`src/rtl/wash_pkg.sv`:
```
// Shared definitions for the wash sequencer: stage codes, program IDs,
// step counts, controller states and the stage duration table.
package wash_pkg;

  typedef enum logic [3:0] {
    ST_IDLE = 4'd0,
    ST_BP   = 4'd1,
    ST_EP   = 4'd2,
    ST_PP   = 4'd3,
    ST_PS   = 4'd4,
    ST_SF   = 4'd5,
    ST_C    = 4'd6,
    ST_RI   = 4'd7,
    ST_UU   = 4'd8,
    ST_D    = 4'd9,
    ST_RS   = 4'd10,
    ST_SH   = 4'd11,
    ST_FIN  = 4'd12
  } stage_t;

  typedef enum logic [1:0] {
    PROG_NONE    = 2'd0,
    PROG_BASIC   = 2'd1,
    PROG_EXTRA   = 2'd2,
    PROG_PREMIUM = 2'd3
  } prog_t;

  typedef enum logic [1:0] {
    S_IDLE   = 2'd0,
    S_RUN    = 2'd1,
    S_FINISH = 2'd2
  } state_t;

  localparam logic [3:0] STEPS_BASIC   = 4'd4;
  localparam logic [3:0] STEPS_EXTRA   = 4'd6;
  localparam logic [3:0] STEPS_PREMIUM = 4'd12;

  function automatic logic [3:0] stage_dur(stage_t s);
    case (s)
      ST_BP, ST_EP, ST_PP:  return 4'd2;
      ST_PS:                return 4'd2;
      ST_SF:                return 4'd4;
      ST_C:                 return 4'd3;
      ST_RI:                return 4'd3;
      ST_UU:                return 4'd2;
      ST_D:                 return 4'd4;
      ST_RS:                return 4'd2;
      ST_SH:                return 4'd2;
      default:              return 4'd0;
    endcase
  endfunction

  function automatic logic [3:0] prog_steps(prog_t p);
    case (p)
      PROG_BASIC:   return STEPS_BASIC;
      PROG_EXTRA:   return STEPS_EXTRA;
      PROG_PREMIUM: return STEPS_PREMIUM;
      default:      return 4'd0;
    endcase
  endfunction

  // Fixed priority: basic over extra over premium.
  function automatic prog_t select_prog(logic sw7, logic sw6, logic sw5);
    if (sw7)      return PROG_BASIC;
    else if (sw6) return PROG_EXTRA;
    else if (sw5) return PROG_PREMIUM;
    else          return PROG_NONE;
  endfunction

endpackage

```
`src/rtl/wash_sequencer_if.sv`:
```
// Front-panel bundle of the wash sequencer: buttons, switches, time base
// and the status outputs.
interface wash_sequencer_if;
  logic       BTN3;
  logic       BTN0;
  logic       SW7;
  logic       SW6;
  logic       SW5;
  logic       tick;
  logic [3:0] stage;
  logic [3:0] remaining;
  logic       busy;
  logic       done;

  modport master (
    output BTN3, BTN0, SW7, SW6, SW5, tick,
    input  stage, remaining, busy, done
  );

  modport slave (
    input  BTN3, BTN0, SW7, SW6, SW5, tick,
    output stage, remaining, busy, done
  );
endinterface

```
`src/rtl/wash_program_rom.sv`:
```
// Combinational program table: (program, step) -> stage code, its duration
// and whether this is the program's final step.
module wash_program_rom
  import wash_pkg::*;
(
  input  prog_t      prog,
  input  logic [3:0] step,
  output stage_t     stage,
  output logic [3:0] duration,
  output logic       last_step
);

  always_comb begin
    stage = ST_IDLE;
    case (prog)
      PROG_BASIC: begin
        case (step)
          4'd0:    stage = ST_BP;
          4'd1:    stage = ST_SF;
          4'd2:    stage = ST_C;
          4'd3:    stage = ST_RI;
          default: stage = ST_IDLE;
        endcase
      end
      PROG_EXTRA: begin
        case (step)
          4'd0:    stage = ST_EP;
          4'd1:    stage = ST_PS;
          4'd2:    stage = ST_C;
          4'd3:    stage = ST_SF;
          4'd4:    stage = ST_C;
          4'd5:    stage = ST_RI;
          default: stage = ST_IDLE;
        endcase
      end
      PROG_PREMIUM: begin
        case (step)
          4'd0:    stage = ST_PP;
          4'd1:    stage = ST_PS;
          4'd2:    stage = ST_C;
          4'd3:    stage = ST_SF;
          4'd4:    stage = ST_C;
          4'd5:    stage = ST_RI;
          4'd6:    stage = ST_UU;
          4'd7:    stage = ST_C;
          4'd8:    stage = ST_RI;
          4'd9:    stage = ST_D;
          4'd10:   stage = ST_RS;
          4'd11:   stage = ST_SH;
          default: stage = ST_IDLE;
        endcase
      end
      default: stage = ST_IDLE;
    endcase
  end

  assign duration  = stage_dur(stage);
  assign last_step = (step == prog_steps(prog) - 4'd1);

endmodule

```
`src/rtl/wash_sequencer.sv`:
```
// Wash program sequencer: synchronised buttons, IDLE/RUN/FINISH controller
// and per-stage tick countdown.
module wash_sequencer
  import wash_pkg::*;
#(
  parameter bit TICK_SYNC = 1'b1
) (
  input logic             clk,
  input logic             rst,
  wash_sequencer_if.slave bus
);

  logic [1:0] start_sync, abort_sync;
  logic       start_prev, abort_prev;
  logic       start_edge, abort_edge;
  logic       primed, start_arm, abort_arm;
  logic       tick_int;

  state_t     state;
  prog_t      prog_q, sel_prog, rom_prog;
  logic [3:0] step, rom_step, rem_q, rom_dur;
  stage_t     stage_q, rom_stage;
  logic       busy_q, done_q, last_q, rom_last;

  // A button only arms after it has been seen released once out of reset,
  // so a button held through reset cannot start or abort anything.
  always_ff @(posedge clk) begin
    if (rst) begin
      start_sync <= '0;
      abort_sync <= '0;
      start_prev <= 1'b0;
      abort_prev <= 1'b0;
      start_edge <= 1'b0;
      abort_edge <= 1'b0;
      primed     <= 1'b0;
      start_arm  <= 1'b0;
      abort_arm  <= 1'b0;
    end else begin
      start_sync <= {start_sync[0], bus.BTN3};
      abort_sync <= {abort_sync[0], bus.BTN0};
      start_prev <= start_sync[1];
      abort_prev <= abort_sync[1];
      start_edge <= start_arm & start_sync[1] & ~start_prev;
      abort_edge <= abort_arm & abort_sync[1] & ~abort_prev;
      primed     <= 1'b1;
      start_arm  <= start_arm | (primed & ~start_sync[0]);
      abort_arm  <= abort_arm | (primed & ~abort_sync[0]);
    end
  end

  generate
    if (TICK_SYNC) begin : g_tick_direct
      assign tick_int = bus.tick;
    end else begin : g_tick_sync
      logic [2:0] tick_sync;
      always_ff @(posedge clk) begin
        if (rst) tick_sync <= '0;
        else     tick_sync <= {tick_sync[1:0], bus.tick};
      end
      assign tick_int = tick_sync[1] & ~tick_sync[2];
    end
  endgenerate

  // In IDLE the table is addressed with the candidate program's first step;
  // otherwise it looks one step ahead so a reload is ready on the last tick.
  assign sel_prog = select_prog(bus.SW7, bus.SW6, bus.SW5);
  assign rom_prog = (state == S_IDLE) ? sel_prog : prog_q;
  assign rom_step = (state == S_IDLE) ? 4'd0 : step + 4'd1;

  wash_program_rom u_rom (
    .prog      (rom_prog),
    .step      (rom_step),
    .stage     (rom_stage),
    .duration  (rom_dur),
    .last_step (rom_last)
  );

  // NOTE: every register in this block uses <= so all of them see the
  // pre-edge values; mixing in = here would create ordering races.
  always_ff @(posedge clk) begin
    if (rst) begin
      state   <= S_IDLE;
      prog_q  <= PROG_NONE;
      step    <= '0;
      stage_q <= ST_IDLE;
      rem_q   <= '0;
      busy_q  <= 1'b0;
      done_q  <= 1'b0;
      last_q  <= 1'b0;
    end else begin
      done_q <= 1'b0;
      case (state)
        S_IDLE: begin
          if (start_edge && sel_prog != PROG_NONE) begin
            state   <= S_RUN;
            prog_q  <= sel_prog;
            step    <= '0;
            stage_q <= rom_stage;
            rem_q   <= rom_dur;
            last_q  <= rom_last;
            busy_q  <= 1'b1;
          end
        end
        S_RUN: begin
          if (abort_edge) begin
            state   <= S_IDLE;
            step    <= '0;
            stage_q <= ST_IDLE;
            rem_q   <= '0;
            busy_q  <= 1'b0;
          end else if (tick_int) begin
            if (rem_q == 4'd1) begin
              if (last_q) begin
                state   <= S_FINISH;
                stage_q <= ST_FIN;
                rem_q   <= '0;
                busy_q  <= 1'b0;
                done_q  <= 1'b1;
              end else begin
                step    <= step + 4'd1;
                stage_q <= rom_stage;
                rem_q   <= rom_dur;
                last_q  <= rom_last;
              end
            end else begin
              rem_q <= rem_q - 4'd1;
            end
          end
        end
        S_FINISH: begin
          if (start_edge) begin
            state   <= S_IDLE;
            step    <= '0;
            stage_q <= ST_IDLE;
          end
        end
        default: state <= S_IDLE;
      endcase
    end
  end

  assign bus.stage     = stage_q;
  assign bus.remaining = rem_q;
  assign bus.busy      = busy_q;
  assign bus.done      = done_q;

endmodule

```
`src/flat_wrapper.sv`:
```
// flat-port wrapper written by rule: the top's interface ports become plain ports
module wash_sequencer_flat import wash_pkg::*;
#(
  parameter bit TICK_SYNC = 1'b1
)
  (clk, rst, bus_BTN3, bus_BTN0, bus_SW7, bus_SW6, bus_SW5, bus_tick, bus_stage, bus_remaining, bus_busy, bus_done);
  wash_sequencer_if bus_i ();
  input logic clk;
  input logic rst;
  input wire logic [$bits(bus_i.BTN3)-1:0] bus_BTN3;
  input wire logic [$bits(bus_i.BTN0)-1:0] bus_BTN0;
  input wire logic [$bits(bus_i.SW7)-1:0] bus_SW7;
  input wire logic [$bits(bus_i.SW6)-1:0] bus_SW6;
  input wire logic [$bits(bus_i.SW5)-1:0] bus_SW5;
  input wire logic [$bits(bus_i.tick)-1:0] bus_tick;
  output wire logic [$bits(bus_i.stage)-1:0] bus_stage;
  output wire logic [$bits(bus_i.remaining)-1:0] bus_remaining;
  output wire logic [$bits(bus_i.busy)-1:0] bus_busy;
  output wire logic [$bits(bus_i.done)-1:0] bus_done;
  assign bus_i.BTN3 = bus_BTN3;
  assign bus_i.BTN0 = bus_BTN0;
  assign bus_i.SW7 = bus_SW7;
  assign bus_i.SW6 = bus_SW6;
  assign bus_i.SW5 = bus_SW5;
  assign bus_i.tick = bus_tick;
  assign bus_stage = bus_i.stage;
  assign bus_remaining = bus_i.remaining;
  assign bus_busy = bus_i.busy;
  assign bus_done = bus_i.done;
  wash_sequencer #(.TICK_SYNC(TICK_SYNC)) u_core (.clk(clk), .rst(rst), .bus(bus_i));
endmodule
```
`config.mk`:
```
export PLATFORM = sky130hd
export DESIGN_NAME = wash_sequencer_flat
export DESIGN_NICKNAME = d
export VERILOG_FILES = /design/src/rtl/wash_pkg.sv /design/src/rtl/wash_sequencer_if.sv /design/src/rtl/wash_program_rom.sv /design/src/rtl/wash_sequencer.sv /design/src/flat_wrapper.sv
export SDC_FILE = /design/constraint.sdc
export NUM_CORES = 1
export LEC_CHECK = 0
export CAP_MARGIN = 10
export CORE_MARGIN = 3
export CORE_UTILIZATION = 51
export DETAILED_ROUTE_END_ITERATION = 12
export HOLD_SLACK_MARGIN = 0.15
export PLACE_DENSITY = 0.75
export SYNTH_ARGS = -nofsm -noshare
export SYNTH_HDL_FRONTEND = slang
export SYNTH_SLANG_ARGS = --single-unit
```
`constraint.sdc`:
```
create_clock -name clk -period 2.6 [get_ports clk]
set_input_delay 0.65 -clock clk [delete_from_list [all_inputs] [get_ports clk]]
set_output_delay 0.65 -clock clk [all_outputs]
set_load 0.02 [all_outputs]
```
==> impl_results.md, run 1 <==
- Internal power: 0.00130 W
- Vias: 1804
- Gp weighted congestion: 0.948
- # fillers: 255
- Worst path max stage delay: 0.36 ns
- CP max FO: 6
- Register Area: 601 sq um
- Worst path cell trace: inv_1 > ha_4 > inv_1 > nand2_1 > inv_1 > ha_1 > a22oi_1 > or4_4 > or3b_1 > o221ai_2 > o22ai_1
- Sw Ratio: 0.409
- Post-synth top cells: 30 x dfxtp_1, 30 x nor2_1, 21 x a21oi_1
- Synth Register Bits: 30
- Crit path time final: 2.53 ns
- Root buffer cell: clkbuf_8
- Synth unique cells: 49
- Clk pwr share: 0.177
- Flop pwr share: 0.237
- First-pass GRT wire length: 7330 um
- Post-DP Area: 2270 sq um
- Maximum VDD drop: 0.632 mV
- Fin area: 2480 sq um
- Antenna violations before repair: 0
- Number of flops mapped to enable cells by yosys: 0
- Switching pwr: 0.000900 W
- Via/cell ratio: 5.62
- Layout net count: 299
- Status: finished clean
- # rows: 21
- Largest net degree at the start of global routing: 27
- All-Layer GR Usage: 0.220
- H-tree Lvls: 2
- Clock sinks: 30
- Worst-margin pin slew: 0.521 ns
- Area leader, netlist: dfxtp_1
- Slew margin rel.: 0.652
- Worst setup EP type: flop
- Final Skew: 0.00656 ns
- Final worst-path cycle share: 0.972
- Critical path class: flop to flop
- Clock Path Buffers: 2
- CTS tree: built
- CTS clk-pin slew, worst paths: 0.07 ns
- Die area: 4480 sq um
- Pwr Total: 0.00220 W
- Slowest CP cell: or3b_1
- Comb power frac: 0.586
- Post-synth ARST share: 0
- CP required: 2.76 ns
- Endpoints failing setup: 0
- Fraction of layout cells with a size suffix above 1: 0.229
- Post-Syn Instances: 233
- Post-Syn Area: 1890 sq um
- First DRT Iteration DRCs: 127
- Non-Filler Instances: 321
- Ranking of synthesized cells by area: dfxtp_1 32%, ha_1 11%, nor2_1 5.9%
- Dpl cells: 311
- I/O pin count: 18
- Clk_lat worst skew: 0.29 ns
- WL/cell: 14.7 um
- Via count of the first global-routing pass: 1572
- Maximum Capacitance Violations: 0
- Total clock buffers created by CTS: 5
- Syn Area/Cell: 8.12 sq um
- Fin. max-slew vios: 0
- Critical Path AT: 2.69 ns
- Pwr dens: 887 nW/um^2
- DRT Wirelength: 4730 um
- Crit path launch type: flop
- Cell mode on critical path: inv_1
- Syn Nets: 258
- Die height: 66.9 um
- Synth-to-Final Area Change: 31.1%
- CTS Hold Buffers Added: 0
- Multi-input gate area: 1270 sq um
- Sequential area share after synthesis: 0.317
- RSZ-0062 raised after global routing: true
- Hold Path Class: flop to flop
- GR Overflow Total: 0
- Post-synth top area share: 0.317
- Utilization after layout: 0.721
- Top_reg_cell synth: dfxtp_1
- Port Buffer Count: 17
- Die Wd: 66.9 um
- Static leakage: 1.05 nW
- Antenna Cells: 0
- 1st-pass router iterations: 4
- Fin. Hold Viols: 0
- Post-DRT Antenna Nets: 0
- Fmax: 396 MHz
- CORE AREA: 3440 sq um
- Residual DRC: 0
- Ys Warns: 0
- Initial core utilization: 0.550
- Dpl hpwl: 3370 um
-- state kept, by name, summed over array words and instances, names as in the netlist --
signal,count
u_core.prog_q,2
u_core.start_prev,1
u_core.abort_sync,2
u_core.start_arm,1
u_core.start_sync,2
u_core.bus.stage,4
u_core.bus.done,1
u_core.state,2
u_core.primed,1
u_core.abort_prev,1
u_core.abort_edge,1
u_core.bus.busy,1
u_core.abort_arm,1
u_core.last_q,1
u_core.start_edge,1
u_core.step,4
u_core.bus.remaining,4
-- per-stage QoR --
step | hold WS (ns) | worst slack [ns] | TNS, ns
2_1_floorplan | 0.410 | 0.0935 | 0
3_3_place_gp | 0.416 | -0.363 | -2.37
3_5_place_dp | 0.422 | -0.430 | -2.98
4_1_cts | 0.429 | 0.00408 | 0
5_1_grt | 0.459 | -0.0693 | -0.0693
6_report | 0.428 | 0.0717 | 0
-- placed cells by master, fill, tap and decap left out, types with 3 or more instances in the layout --
cell type	netlist	routed
dfxtp_1	30	30
nor2_1	30	28
buf_4	1	28
inv_1	19	18
a21oi_1	21	17
clkdlybuf4s50_1	0	14
nand2_1	14	13
ha_1	17	12
o21ai_0	16	11
o21ai_1	2	7
xnor2_1	6	6
clkbuf_8	0	6
nand2b_1	5	5
nor3_1	6	5
a22oi_1	5	5
a21oi_2	0	4
nor2b_1	4	4
mux2i_1	4	4
o311ai_2	2	3
and3b_1	3	3
xor2_1	3	3
nor4_1	3	3
ha_2	0	3
dlymetal6s2s_1	0	3
-- logic make-up after synthesis --
kind of cell	Yosys count	synth area share
simple gates	76	0.201
fa+ha+maj	17	0.112
compound gates	66	0.237
buf+inv	30	0.0634
mux	5	0.0271
flops	30	0.317
xor+xnor	9	0.0416
-- path summary, 6_finish.rpt --
kind         cells past startpoint                 endpoint  slack (ns)                 start
max                             11  u_core.bus.remaining[1]        0.07       u_core.state[0]
max reg2reg                     11  u_core.bus.remaining[1]        0.07       u_core.state[0]
min                              2     u_core.abort_sync[1]        0.43  u_core.abort_sync[0]
min reg2reg                      2     u_core.abort_sync[1]        0.43  u_core.abort_sync[0]
-- per-layer routing --
metal / GRT usage / up-vias / share of wire
met5: 0 / - / 0
met4: 0.0684 / 0 / 0.0080
met3: 0.0455 / 5 / 0.051
met2: 0.366 / 49 / 0.49
met1: 0.282 / 845 / 0.45
li1: - / 905 / -
-- timing repair --
| item | in CTS | in global routing |
|---|---|---|
| endpoints found under the setup margin | 5 | 8 |
| endpoints found under the hold margin | 0 | 0 |
| buffers inserted | 1 | 1 |
| gates resized for setup | 17 | 13 |
| pin swaps | 3 | 3 |
| cloned | 0 | 0 |
-- power groups by stage --
stage,Clock [W],Combinational (W),Sequential [W]
4_1_cts,0.000396,0.00122,0.000521
3_3_place_gp,0,0.00108,0.000529
3_5_place_dp,0,0.00110,0.000530
2_1_floorplan,0,0.000644,0.000551
6_report,0.000390,0.00129,0.000522
5_1_grt,0.000417,0.00141,0.000526
-- critical path, delay by kind of cell, from the launching register on --
kind / cells / cell delay (ns)
and+or+nand+nor: 3 / 0.73
AOI/OAI and AO/OA: 3 / 0.55
adders and majority gates: 2 / 0.46
buffers and inverters: 3 / 0.33
DFF: 1 / 0.33
-- layout make-up --
class | count | share of cell area
Sequential cell | 30 | 0.242
Inverter | 19 | 0.0287
Tap cell | 46 | 0.0232
Timing Repair Buffer | 45 | 0.156
Clock inverter | 2 | 0.00504
Clock buffer | 6 | 0.0333
Multi-Input combinational cell | 173 | 0.512
Note: power is estimated with default switching activity, not from simulation.
==> run 2: changes to the inputs <==
==> constraint.sdc (replaced) <==
create_clock -name clk -period 2.6 [get_ports clk]
set_input_delay 0.26 -clock clk [delete_from_list [all_inputs] [get_ports clk]]
set_output_delay 0.26 -clock clk [all_outputs]
set_load 0.02 [all_outputs]
==> run 2 against run 1 <==
  * Count of clock-buffer cells in the layout is 2 higher
  * Hold slack got worse by 0.00099 ns
  * Critical path depth grew 1
  * Total power fell by 3.8%
  * Fmax is 4.8% higher
  * Via count is 2.2% lower
  * Cell count fell by 0.93%
  * Largest cell class unchanged
  * Largest power group unchanged
==> impl_results.md, run 2 (synthesized netlist as in run 1, its figures left out) <==
- Worst setup EP type: flop
- Hold_ws: 0.427 ns (-0.000989 ns)
- Sw Ratio: 0.388 (-0.0203)
- Antenna Cells: 0 (unchanged)
- I/O pin count: 18 (unchanged)
- First DRT Iteration DRCs: 136 (+7.1%)
- Fin. max-slew vios: 0 (unchanged)
- Met2 Use GR: 0.363 (-0.00371)
- Worst-margin pin slew: 0.579 ns (+0.0578 ns)
- Via/cell ratio: 5.55 (-1.2%)
- Clk_lat worst skew: 0.28 ns (about the same)
- Maximum VDD drop: 0.506 mV (-20%)
- Comb power frac: 0.548 (-0.038)
- Die area: 4480 sq um (unchanged)
- Endpoints failing setup: 0 (unchanged)
- Final worst-path cycle share: 0.928 (-0.0445)
- WL/cell: 13.9 um (-5.7%)
- CTS clk-pin slew, worst paths: 0.06 ns (about the same)
- 1st-pass router iterations: 4 (unchanged)
- Synth-to-Final Area Change: 28.0%
- CP required: 2.78 ns (+0.02 ns)
- Slew margin rel.: 0.612 (-0.0399)
- Root buffer cell: clkbuf_8
- Gp weighted congestion: 0.945 (-0.23%)
- Largest net degree at the start of global routing: 27 (unchanged)
- Utilization after layout: 0.704 (-0.0174)
- Status: finished clean
- # rows: 21 (unchanged)
- Reg2reg path depth: 12 (+1)
- Most frequent cells in the layout: 30 x nor2_1, 29 x dfxtp_1, 25 x buf_4, 20 x a21oi_1, 19 x inv_1
- CTS tree: built
- Die Wd: 66.9 um (unchanged)
- Most Used Layer, Global Route: met2
- Total clock buffers created by CTS: 5 (unchanged)
- CORE AREA: 3440 sq um (unchanged)
- First-pass GRT wire length: 7580 um (+3.5%)
- DRT Wirelength: 4420 um (-6.6%)
- M3 GR Usage: 0.0759 (+0.0304)
- Hold Path Class: flop to flop
- Internal power: 0.00129 W (-0.53%)
- Residual DRC: 0 (unchanged)
- Die height: 66.9 um (unchanged)
- Post-DRT Antenna Nets: 0 (unchanged)
- H-tree Lvls: 2 (unchanged)
- RSZ-0062 raised after global routing: false
- GR Overflow Total: 0 (unchanged)
- Layout net count: 296 (-1.0%)
- Fin. Hold Viols: 0 (unchanged)
- Fmax: 414 MHz (+4.8%)
- Crit path launch type: flop
- Maximum Capacitance Violations: 0 (unchanged)
- Fraction of layout cells with a size suffix above 1: 0.184 (-0.0453)
- GR Util met1: 0.275 (-0.00669)
- Vias: 1765 (-2.2%)
- Clock sinks: 30 (unchanged)
- Crit path time final: 2.41 ns (-0.116 ns)
- Pwr dens: 874 nW/um^2 (-1.4%)
- Critical Path AT: 2.60 ns (-0.09 ns)
- Commonest non-fill, non-tap cell in the layout: nor2_1
- Antenna violations before repair: 0 (unchanged)
- Initial core utilization: 0.550 (unchanged)
- Critical path class: flop to flop
- Flop pwr share: 0.246 (+0.009)
- Switching pwr: 0.000822 W (-8.6%)
- Final Skew: 0.00412 ns (-0.00245 ns)
- Dpl hpwl: 3210 um (-4.7%)
- Depth of the worst hold-timing path: 2 (unchanged)
- CP max FO: 6 (unchanged)
- Via count of the first global-routing pass: 1706 (+8.5%)
- All-Layer GR Usage: 0.224 (+0.00441)
- Port Buffer Count: 17 (unchanged)
- Clock Path Buffers: 2 (unchanged)
- Static leakage: 1.02 nW (-2.8%)
- Pwr Total: 0.00212 W (-3.8%)
- Clk pwr share: 0.206 (+0.029)
-- run 2: final cells by class --
type,count,area (sq um)
clock buffers,8,110
fillers,283,1020
inverters,19,71.3
multi-input cells,173,1220
flip-flops and latches,30,602
well taps,46,57.6
repair buffers,42,358
-- run 2: path summary, 6_finish.rpt --
kind	startpoint	end	slack [ns]
max	u_core.state[0]	u_core.bus.remaining[0]	0.19
min	u_core.abort_sync[0]	u_core.abort_sync[1]	0.43
max reg2reg	u_core.state[0]	u_core.bus.remaining[0]	0.19
min reg2reg	u_core.abort_sync[0]	u_core.abort_sync[1]	0.43
-- run 2: per-stage QoR --
step / TNS (ns) / cells / worst slack [ns] / area (sq um)
2_1_floorplan: 0 / 233 / 0.0935 / 1890
3_5_place_dp: -0.0749 / 310 / -0.0705 / 2260
4_1_cts: 0 / 318 / 0.0229 / 2370
6_report: 0 / 318 / 0.187 / 2420
5_1_grt: 0 / 318 / 0.0204 / 2420
3_3_place_gp: 0 / 310 / 0.00609 / 2260
-- run 2: timing repair --
item / in CTS / in global routing
resized for setup: 0 / 12
hold buffers: 0 / 0
setup buffers: 0 / 0
endpoints found under the setup margin: 0 / 6
-- run 2: power groups by stage --
stage          Clock, W  Combinational (W)  Sequential (W)
2_1_floorplan         0           0.000644        0.000551
3_3_place_gp          0            0.00105        0.000529
3_5_place_dp          0            0.00106        0.000530
4_1_cts        0.000444            0.00107        0.000521
5_1_grt        0.000473            0.00128        0.000526
6_report       0.000437            0.00116        0.000520
-- run 2: worst max-delay path: stages (launching register included) --
cell and delay (ns):
dfxtp_1 0.33, inv_1 0.08, ha_4 0.19, inv_1 0.12
nand2_2 0.10, buf_4 0.15, ha_1 0.20, nor2_1 0.10
mux2i_1 0.11, o311a_4 0.37, a21oi_1 0.12, o311ai_1 0.14
a221oi_1 0.30
-- run 2: metal layers --
layer / routed length, um / vias up / part of all wire
met5: 0 / - / 0
met4: 90 / 0 / 0.020
met3: 179 / 11 / 0.040
met2: 2090 / 47 / 0.47
met1: 2060 / 816 / 0.47
li1: - / 891 / -
